`src/rtl/mips32_alu_pkg.sv`:
```
// Shared definitions for the MIPS32 ALU slices: datapath width, divider
// state encoding, decoder funct codes and small arithmetic helpers.
package mips32_alu_pkg;

   localparam int WIDTH = 32;

   // Divider FSM encoding
   typedef logic [1:0] div_state_t;
   localparam logic [1:0] DIV_IDLE = 2'd0;
   localparam logic [1:0] DIV_RUN  = 2'd1;
   localparam logic [1:0] DIV_FIX  = 2'd2;
   localparam logic [1:0] DIV_DONE = 2'd3;

   // SPECIAL-opcode funct fields; the decoder drives is_signed from these
   localparam logic [5:0] FUNCT_DIV  = 6'h1A;
   localparam logic [5:0] FUNCT_DIVU = 6'h1B;

   // Number of restoring iterations, one quotient bit each
   localparam logic [4:0] DIV_LAST_ITER = 5'd31;

   // Magnitude of a value that is two's complement only when is_signed.
   // 0x80000000 maps onto itself, which is the correct unsigned magnitude.
   function automatic logic [WIDTH-1:0] div_mag(input logic [WIDTH-1:0] v,
                                                input logic is_signed);
      return (is_signed && v[WIDTH-1]) ? -v : v;
   endfunction

   // Conditional two's complement negate used for sign correction
   function automatic logic [WIDTH-1:0] cond_neg(input logic [WIDTH-1:0] v,
                                                 input logic neg);
      return neg ? -v : v;
   endfunction

endpackage

```
`src/rtl/div_step.sv`:
```
// One restoring-division iteration: shift the partial remainder left,
// bring in the next dividend bit and subtract the divisor if it fits.
module div_step
   import mips32_alu_pkg::*;
(
   input  logic [WIDTH:0]   i_rem,
   input  logic             i_dvd_bit,
   input  logic [WIDTH-1:0] i_dvs,
   output logic [WIDTH:0]   o_rem,
   output logic             o_q_bit
);

   logic [WIDTH:0] w_shift;
   logic [WIDTH:0] w_trial;

   assign w_shift = {i_rem[WIDTH-1:0], i_dvd_bit};
   assign w_trial = w_shift - {1'b0, i_dvs};

   // A set top bit of the incoming remainder means the true shifted value
   // exceeds 33 bits and is certainly larger than any 32-bit divisor.
   assign o_q_bit = i_rem[WIDTH] | ~w_trial[WIDTH];
   assign o_rem   = o_q_bit ? w_trial : w_shift;

endmodule

```
`src/rtl/mips32_div_unit.sv`:
```
// Multi-cycle DIV / DIVU unit. Quotient to LO, remainder to HI.
// Restoring division on operand magnitudes, one bit per cycle, followed
// by a single sign-correction cycle.
//
//   state | meaning
//   IDLE  | waiting for start; zero divisor short-cuts straight to DONE
//   RUN   | 32 shift/compare/subtract iterations
//   FIX   | apply quotient/remainder signs, write LO/HI
//   DONE  | done pulse, results valid; start ignored
module mips32_div_unit
   import mips32_alu_pkg::*;
(
   input  logic             i_clk,
   input  logic             i_reset,
   input  logic             i_start,
   input  logic             i_is_signed,
   input  logic [WIDTH-1:0] i_a,
   input  logic [WIDTH-1:0] i_b,
   output logic             o_busy,
   output logic             o_done,
   output logic [WIDTH-1:0] o_lo,
   output logic [WIDTH-1:0] o_hi,
   output logic             o_div_by_zero
);

   div_state_t       r_state;
   logic [4:0]       r_count;
   logic [WIDTH-1:0] r_dvs;
   logic [WIDTH-1:0] r_quo;
   logic [WIDTH:0]   r_rem;
   logic             r_q_neg;
   logic             r_r_neg;
   logic             r_busy;
   logic             r_done;
   logic [WIDTH-1:0] r_lo;
   logic [WIDTH-1:0] r_hi;
   logic             r_dbz;

   logic [WIDTH:0]   w_rem_nxt;
   logic             w_q_bit;
   logic             w_accept;
   logic             w_b_zero;

   assign w_accept = (r_state == DIV_IDLE) && i_start;
   assign w_b_zero = (i_b == '0);

   // The dividend magnitude lives in r_quo and is shifted out MSB-first
   // while quotient bits are shifted in at the LSB.
   div_step u_div_step (
      .i_rem     (r_rem),
      .i_dvd_bit (r_quo[WIDTH-1]),
      .i_dvs     (r_dvs),
      .o_rem     (w_rem_nxt),
      .o_q_bit   (w_q_bit)
   );

   // Sequencing: state, iteration counter and handshake flags
   always_ff @(posedge i_clk) begin
      if (i_reset) begin
         r_state <= DIV_IDLE;
         r_count <= '0;
         r_busy  <= 1'b0;
         r_done  <= 1'b0;
      end else begin
         r_done <= 1'b0;
         case (r_state)
            DIV_IDLE: begin
               if (i_start) begin
                  if (w_b_zero) begin
                     r_state <= DIV_DONE;
                     r_done  <= 1'b1;
                  end else begin
                     r_state <= DIV_RUN;
                     r_count <= '0;
                     r_busy  <= 1'b1;
                  end
               end
            end
            DIV_RUN: begin
               r_count <= r_count + 5'd1;
               if (r_count == DIV_LAST_ITER) begin
                  r_state <= DIV_FIX;
               end
            end
            DIV_FIX: begin
               r_state <= DIV_DONE;
               r_busy  <= 1'b0;
               r_done  <= 1'b1;
            end
            DIV_DONE: begin
               r_state <= DIV_IDLE;
            end
            default: begin
               r_state <= DIV_IDLE;
               r_busy  <= 1'b0;
            end
         endcase
      end
   end

   // Operand capture and the iterative remainder/quotient datapath
   always_ff @(posedge i_clk) begin
      if (i_reset) begin
         r_dvs   <= '0;
         r_quo   <= '0;
         r_rem   <= '0;
         r_q_neg <= 1'b0;
         r_r_neg <= 1'b0;
      end else if (w_accept && !w_b_zero) begin
         r_dvs   <= div_mag(i_b, i_is_signed);
         r_quo   <= div_mag(i_a, i_is_signed);
         r_rem   <= '0;
         r_q_neg <= i_is_signed & (i_a[WIDTH-1] ^ i_b[WIDTH-1]);
         r_r_neg <= i_is_signed & i_a[WIDTH-1];
      end else if (r_state == DIV_RUN) begin
         r_rem <= w_rem_nxt;
         r_quo <= {r_quo[WIDTH-2:0], w_q_bit};
      end
   end

   // Architectural results: written by FIX or the zero-divisor path, held otherwise
   always_ff @(posedge i_clk) begin
      if (i_reset) begin
         r_lo  <= '0;
         r_hi  <= '0;
         r_dbz <= 1'b0;
      end else if (w_accept) begin
         if (w_b_zero) begin
            r_lo  <= '1;
            r_hi  <= i_a;
            r_dbz <= 1'b1;
         end else begin
            r_dbz <= 1'b0;
         end
      end else if (r_state == DIV_FIX) begin
         r_lo <= cond_neg(r_quo, r_q_neg);
         r_hi <= cond_neg(r_rem[WIDTH-1:0], r_r_neg);
      end
   end

   assign o_busy        = r_busy;
   assign o_done        = r_done;
   assign o_lo          = r_lo;
   assign o_hi          = r_hi;
   assign o_div_by_zero = r_dbz;

endmodule

```
`config.mk`:
```
export PLATFORM = sky130hd
export DESIGN_NAME = mips32_div_unit
export DESIGN_NICKNAME = d
export VERILOG_FILES = /design/src/rtl/mips32_alu_pkg.sv /design/src/rtl/div_step.sv /design/src/rtl/mips32_div_unit.sv
export SDC_FILE = /design/constraint.sdc
export NUM_CORES = 1
export LEC_CHECK = 0
export CORE_MARGIN = 5
export CORE_UTILIZATION = 53
export CTS_BUF_LIST = sky130_fd_sc_hd__clkbuf_8
export DETAILED_ROUTE_END_ITERATION = 10
export PLACE_DENSITY = 0.84
export SYNTH_ARGS = -nofsm -noshare
export SYNTH_HDL_FRONTEND = slang
export SYNTH_SLANG_ARGS = --single-unit
```
`constraint.sdc`:
```
create_clock -name i_clk -period 3.6 [get_ports i_clk]
set_input_delay 0.72 -clock i_clk [delete_from_list [all_inputs] [get_ports i_clk]]
set_output_delay 0.72 -clock i_clk [all_outputs]
set_load 0.01 [all_outputs]
```
==> out/qor.csv, run 1 <==
stage;metric;value;unit
run_status;outcome;finished, final reports clean;
timing;final clock skew;11.3;ps
timing;tightest hold margin;453;ps
routing;Pre-antenna DRT Iters;5;
timing;max frequency;289;MHz
finish;final net count;1678;
synthesis;Mapped Area;11200;um^2
synthesis;top_reg_cell synth;dfxtp_1;
clocking;clock sinks;173;
routing;DR iter-0 viols;1048;
synthesis;adder and majority gate portion of the synthesized area;0.0475;
routing;Final ANT Viol Nets;0;
routing;via count;10775;
floorplan;Ports;135;
synthesis;Syn Nets;1566;
hold_path;worst min path class;register to register;
pwr;VDD IR-drop max;0.653;mV
synthesis;Yosys reg bits;173;
global_routing;gr usage total;0.238;
clocking;CTS Root Buffer Type;clkbuf_8;
finish;ANT cells;0;
pwr;Tot Pwr;11.7;mW
floorplan;Die Y;155;um
clocking;# H-tree levels;4;
timing;worst slew pin tran;1070;ps
routing;Avg Vias per Cell;5.81;
synthesis;Warnings, synthesis;0;
floorplan;die width;155;um
placed_design;DP Wirelength;22.0;mm
timing;Final Max Slew Viols;0;
routing;# DRC;0;
global_routing;vias in the first global route;9727;
global_routing;grt ovf;0;
floorplan;area of the core;21000;um^2
synthesis;post-synthesis xor/xnor area fraction;0.109;
timing;setup-violating endpoint count in the final report;0;
setup_path;Setup crit end kind;register;
floorplan;initial core utilization;0.535;
finish;filler cell count;1807;
clocking;CTS tree;done;
synthesis;Cells after Synth;1456;
finish;Area growth, synth to finish;20.0;%
placed_design;DP Worst Slack;-26.9;ps
placed_design;RePlAce Congestion;0.909;
synthesis;fraction of the mapped netlist area in simple logic gates;0.183;
timing;min Tclk post-route;3460;ps
placed_design;dpl cells;1824;
clocking;Reg clk slew, reported paths;90;ps
synthesis;register area share after synthesis;0.309;
setup_path;data required time of the worst path;4010;ps
job;max-cap viol count;0;
timing;final setup margin;140;ps
routing;Avg WL per Cell;15.8;um
floorplan;DIE AREA;24200;um^2
synthesis;Yosys cell types;62;
clocking;clock buffer depth;2;
timing;Max-slew headroom;0.289;
synthesis;Post-synth EDFFs;0;
synthesis;Async SR Flop Fraction;0;
floorplan;Site Rows;53;
setup_path;Crit Path Category;register to register;
synthesis;largest family of logic cells by synthesized area;compound AO/OA/AOI/OAI gates;
global_routing;largest net degree at the start of global routing;107;
global_routing;initial antenna violation count;0;
routing;DRT Wirelength;29.3;mm
timing;final hold vios;0;
placed_design;IO buf count;134;
setup_path;CP max FO;4;
synthesis;syn avg cell area;7.70;um^2
synthesis;Synth Area in Compound Gates;0.263;
clocking;clk_lat worst skew;470;ps
global_routing;first-pass GRT wire length;48.3;mm
finish;share of cells above drive strength 1;0.0727;
synthesis;multiplexer share of the synthesized area;0.0366;
setup_path;Worst Setup Start Kind;register;
pwr;Static Leak;5.11;nW
finish;final std cells w/o fill;1856;
clocking;cts bufs inserted;17;
pwr;Pwr per Cell Area;866;nW/um^2
setup_path;Data arrival, critical path;3870;ps
timing;period utilisation layout;0.961;
timing;RSZ-0062 raised after global routing;false;
==> routing by layer <==
metal  vias up  global-route usage  wire [um]
met5         -                   0          0
met4         0              0.0796        750
met3        54              0.0378       1920
met2       326               0.391      13600
met1      4954               0.319      13000
li1       5441                   -          -
==> kinds of logic (layout without fill, tap and decap cells) <==
group                    count (synthesis)  count (layout)
AO/OA/AOI/OAI                          454             454
XOR/XNOR                               139             139
adder cells (fa/ha/maj)                 42              42
buffers and inverters                  155             280
flip-flops                             173             173
multiplexers                            41              41
AND/OR/NAND/NOR                        452             452
==> flip-flops by register name (all words and copies together), names as in the netlist <==
signal         count
r_quo             32
r_rem             33
o_done             1
r_dvs             32
o_busy             1
r_q_neg            1
r_state            2
o_hi              32
r_count            5
o_lo              32
o_div_by_zero      1
r_r_neg            1
==> Yosys cell counts (4+ instances only) <==
cell	n	area, um^2
a211o_1	4	35.0
a211oi_1	106	796
a21o_1	6	45.0
a21oi_1	136	681
a221oi_1	4	35.0
a311oi_1	9	78.8
a31oi_1	12	75.1
and2_1	8	50.1
and3_1	11	68.8
buf_1	9	33.8
clkbuf_1	88	330
dfxtp_1	173	3460
ha_1	41	513
inv_1	56	210
mux2i_1	41	410
nand2_1	90	338
nand2b_1	11	68.8
nand3_1	19	95.1
nand4_1	5	31.3
nor2_1	222	833
nor2b_1	10	62.6
nor3_1	21	105
nor4_1	10	62.6
o211a_1	6	60.1
o211ai_1	18	135
o21a_1	4	30.0
o21ai_0	75	375
o22ai_1	7	43.8
o31ai_1	29	218
o41ai_1	13	114
or2_2	6	37.5
or3_1	11	68.8
or4_1	13	97.6
xnor2_1	43	377
xor2_1	96	841
==> cell usage in the layout (no fill, tap or decap), types with 5 or more instances in the layout <==
cell type,instances
o22ai_1,7
nand3_1,18
or2_2,6
and2_1,8
a211oi_1,106
nand2b_1,10
xor2_1,96
o31ai_1,29
nor4_1,9
o211a_1,6
inv_1,57
clkinvlp_4,5
nor3_1,21
nor2_1,221
and3_1,11
nand4_1,5
a31oi_1,12
a21o_1,6
buf_4,53
xnor2_1,43
clkdlybuf4s50_1,133
o211ai_1,18
or3_1,11
mux2i_1,41
a21oi_1,135
a311oi_1,9
ha_1,40
or4_1,12
clkbuf_8,18
o41ai_1,13
o21ai_0,75
nor2b_1,10
dfxtp_1,173
buf_12,6
nand2_1,89
==> worst paths after layout <==
path                    to  slack, ps      start  cells after the start
setup / recovery  o_hi[26]        140  r_rem[13]                      9
hold reg to reg   o_hi[25]        450   o_hi[25]                      2
setup reg to reg  o_hi[26]        140  r_rem[13]                      9
hold / removal    o_hi[25]        450   o_hi[25]                      2
==> timing repair <==
item / 4_1_cts / 5_1_grt
endpoints found under the setup margin: 0 / 7
hold buffers: 0 / 0
setup buffers: 0 / 0
gates resized for setup: 0 / 2
==> worst max-delay path, stage by stage, from the launching register on <==
cell	delay [ps]
dfxtp_1	320
or4_4	540
or3_4	360
or4_4	440
or4_1	430
or4_1	530
o31ai_4	220
xor2_1	120
a211o_1	300
a21oi_1	130
==> final cells by class <==
| cell class | count | area (um^2) | area share |
|---|---|---|---|
| multi-input cells | 1128 | 7220 | 0.536 |
| flip-flops and latches | 173 | 3460 | 0.257 |
| repair buffers | 192 | 1850 | 0.137 |
| well taps | 275 | 344 | 0.0256 |
| clock buffers | 18 | 248 | 0.0184 |
| inverters | 56 | 210 | 0.0156 |
| clock inverters | 14 | 121 | 0.00902 |
==> per-stage QoR <==
stage | area, um^2 | utilization | setup TNS, ps
3_5_place_dp | 13100 | 0.624 | -33.5
3_3_place_gp | 13100 | 0.624 | 0
2_1_floorplan | 11200 | - | 0
4_1_cts | 13400 | 0.641 | 0
6_report | 13500 | 0.642 | 0
5_1_grt | 13500 | 0.642 | 0
==> power by group <==
group | internal (mW) | switching (mW) | total, mW
Sequential | 2.45 | 0.560 | 3.01
Clock | 0.563 | 0.743 | 1.31
Combinational | 3.15 | 4.18 | 7.33
Total | 6.17 | 5.49 | 11.7
(Power assumes the default switching activity.)
==> inputs of run 2 (changes only) <==
--- a/config.mk
+++ b/config.mk
@@ -8,6 +8,7 @@
 export CORE_MARGIN = 5
 export CORE_UTILIZATION = 53
 export CTS_BUF_LIST = sky130_fd_sc_hd__clkbuf_8
+export CTS_CLUSTER_DIAMETER = 100
 export DETAILED_ROUTE_END_ITERATION = 10
 export PLACE_DENSITY = 0.84
 export SYNTH_ARGS = -nofsm -noshare
==> results of run 2 <==
No change in the layout: final DEF, timing and power equal those of run 1.
==> inputs of run 3 (changes only) <==
--- a/config.mk
+++ b/config.mk
@@ -6,11 +6,10 @@
 export NUM_CORES = 1
 export LEC_CHECK = 0
 export CORE_MARGIN = 5
-export CORE_UTILIZATION = 53
-export CTS_BUF_LIST = sky130_fd_sc_hd__clkbuf_8
+export CORE_UTILIZATION = 52
 export CTS_CLUSTER_DIAMETER = 100
 export DETAILED_ROUTE_END_ITERATION = 10
-export PLACE_DENSITY = 0.84
+export PLACE_DENSITY = 0.83
 export SYNTH_ARGS = -nofsm -noshare
 export SYNTH_HDL_FRONTEND = slang
 export SYNTH_SLANG_ARGS = --single-unit
==> out/qor.csv, run 3 (synthesized netlist as in run 1, its figures left out) <==
stage;metric;value;unit;change
run_status;outcome;finished, final reports clean;;
pwr;VDD IR-drop max;0.443;mV;-32%
global_routing;met2 usage;0.402;;+0.0118
clocking;# H-tree levels;4;;unchanged
finish;commonest non-fill, non-tap cell in the layout;nor2_1;;
setup_path;Worst Reg-to-Reg Cells;9;;unchanged
finish;final net count;1680;;+0.12%
global_routing;GRT busiest layer;met2;;
routing;DRT Wirelength;29.5;mm;+0.52%
global_routing;first-pass GRT wire length;49.1;mm;+1.6%
finish;share of cells above drive strength 1;0.0745;;+0.00180
timing;worst slew pin tran;977;ps;-87.7 ps
setup_path;data required time of the worst path;3950;ps;-60 ps
placed_design;dpl cells;1826;;+0.11%
timing;Final Max Slew Viols;0;;unchanged
finish;filler cell count;1789;;-1.0%
finish;most frequent cells in the layout;nor2_1 (221), dfxtp_1 (173), a21oi_1 (135);;
clocking;CTS tree;done;;
global_routing;largest net degree at the start of global routing;66;;-38%
placed_design;DP Wirelength;22.0;mm;+0.12%
setup_path;Worst R2R End;o_hi[26];;
placed_design;RePlAce Congestion;0.876;;-3.6%
clocking;clock sinks;173;;unchanged
clocking;CTS Root Buffer Type;clkbuf_16;;
global_routing;initial antenna violation count;0;;unchanged
clocking;cts bufs inserted;17;;unchanged
finish;ANT cells;0;;unchanged
global_routing;GRT met3 Usage;0.0365;;-0.00133
floorplan;initial core utilization;0.530;;-0.00503
floorplan;DIE AREA;24600;um^2;+1.8%
hold_path;hold worst-path end;o_hi[30];;
setup_path;reg2reg start;r_rem[13];;
pwr;Static Leak;5.24;nW;+2.4%
floorplan;Die Y;157;um;+0.90%
finish;Area growth, synth to finish;22.2;%;
hold_path;hold wc startpoint;o_hi[30];;
floorplan;die width;157;um;+0.90%
routing;via count;10889;;+1.1%
pwr;Pwr per Cell Area;892;nW/um^2;+3.0%
global_routing;vias in the first global route;10158;;+4.4%
global_routing;grt ovf;0;;unchanged
clocking;clk_lat worst skew;430;ps;-40 ps
timing;final hold vios;0;;unchanged
floorplan;Ports;135;;unchanged
routing;DR iter-0 viols;912;;-13%
setup_path;Crit Path Category;register to register;;
timing;TNS Setup;0;ps;unchanged
setup_path;CP max FO;4;;unchanged
placed_design;IO buf count;134;;unchanged
setup_path;reg2reg setup slack;160;ps;+20 ps
finish;Largest register FFs;33;;unchanged
global_routing;met1 Use GR;0.314;;-0.00477
job;max-cap viol count;0;;unchanged
finish;final std cells w/o fill;1858;;+0.11%
global_routing;gr usage total;0.238;;about the same
routing;Avg Vias per Cell;5.86;;+0.95%
setup_path;Worst Setup Start Kind;register;;
timing;min Tclk post-route;3440;ps;-20.1 ps
clocking;Reg clk slew, reported paths;60;ps;-30 ps
finish;Biggest register;r_rem;;
setup_path;Data arrival, critical path;3790;ps;-80 ps
hold_path;Hold Crit Depth;2;;unchanged
finish;final core utilization;0.648;;+0.00561
routing;Avg WL per Cell;15.9;um;+0.42%
floorplan;Site Rows;53;;unchanged
timing;Max-slew headroom;0.347;;+0.0585
timing;final clock skew;7.95;ps;-3.34 ps
routing;# DRC;0;;unchanged
finish;FF+latch area;3460;um^2;unchanged
clocking;Post-CTS Hold Fix Bufs;0;;unchanged
finish;footprint of the multi-input gates;7210;um^2;about the same
routing;Final ANT Viol Nets;0;;unchanged
floorplan;area of the core;21200;um^2;+0.95%
hold_path;worst min path class;register to register;;
clocking;clock buffer depth;2;;unchanged
setup_path;Setup crit end kind;register;;
routing;Pre-antenna DRT Iters;5;;unchanged
timing;RSZ-0062 raised after global routing;false;;
timing;period utilisation layout;0.956;;-0.00559
timing;setup-violating endpoint count in the final report;0;;unchanged
timing;max frequency;291;MHz;+0.59%
setup_path;Setup crit start;r_rem[13];;
run 3: cell type report:
| type | count | share of cell area |
|---|---|---|
| multi-input combinational | 1128 | 0.527 |
| sequential | 173 | 0.253 |
| timing repair buffer | 194 | 0.136 |
| clock buffer | 20 | 0.0341 |
| tap | 275 | 0.0251 |
| inverter | 56 | 0.0153 |
| clock inverter | 12 | 0.00996 |
run 3: worst max-delay path, stage by stage, from the launching register on:
cell and delay (ps):
dfxtp_1 320, or4_4 540, or3_4 370, or4_4 440, or4_1 460, or4_4 480, o31ai_4 190, xor2_1 110
a211o_1 310, a21oi_1 150
run 3: worst max-delay path by stage:
stage          slack [ps]          to  depth (start not counted)
2_1_floorplan         260    o_hi[25]                         10
3_3_place_gp           50  r_count[3]                         12
3_5_place_dp           30  r_count[2]                         11
4_1_cts                80    o_hi[27]                          9
5_1_grt                60    o_hi[26]                          9
6_report              160    o_hi[26]                          9
run 3: per-stage QoR:
stage / worst slack (ps) / power [mW] / hold WS, ps / cell area, um^2
after global placement: 54.7 / 9.95 / 440 / 13100
after floorplan: 255 / 8.20 / 432 / 11200
final: 160 / 12.2 / 451 / 13700
after CTS: 77.3 / 12.1 / 453 / 13700
after global routing: 58.6 / 13.2 / 478 / 13700
after detailed placement: 27.3 / 10.2 / 446 / 13100
run 3: report_power, final:
part           internal, mW  leakage (nW)  switching [mW]
logic                  3.15          3.53            4.20
registers              2.46          1.42           0.546
clock network          1.08         0.289           0.785
run 3: what timing repair did:
item	CTS	global route
setup buffers	0	0
resized for setup	0	2
setup endpoints to repair	0	3
run 3: routing by layer:
layer  wire, um  part of all wire
met1      13000              0.44
met2      14000              0.47
met3       1980             0.067
met4        534             0.018
met5          0                 0
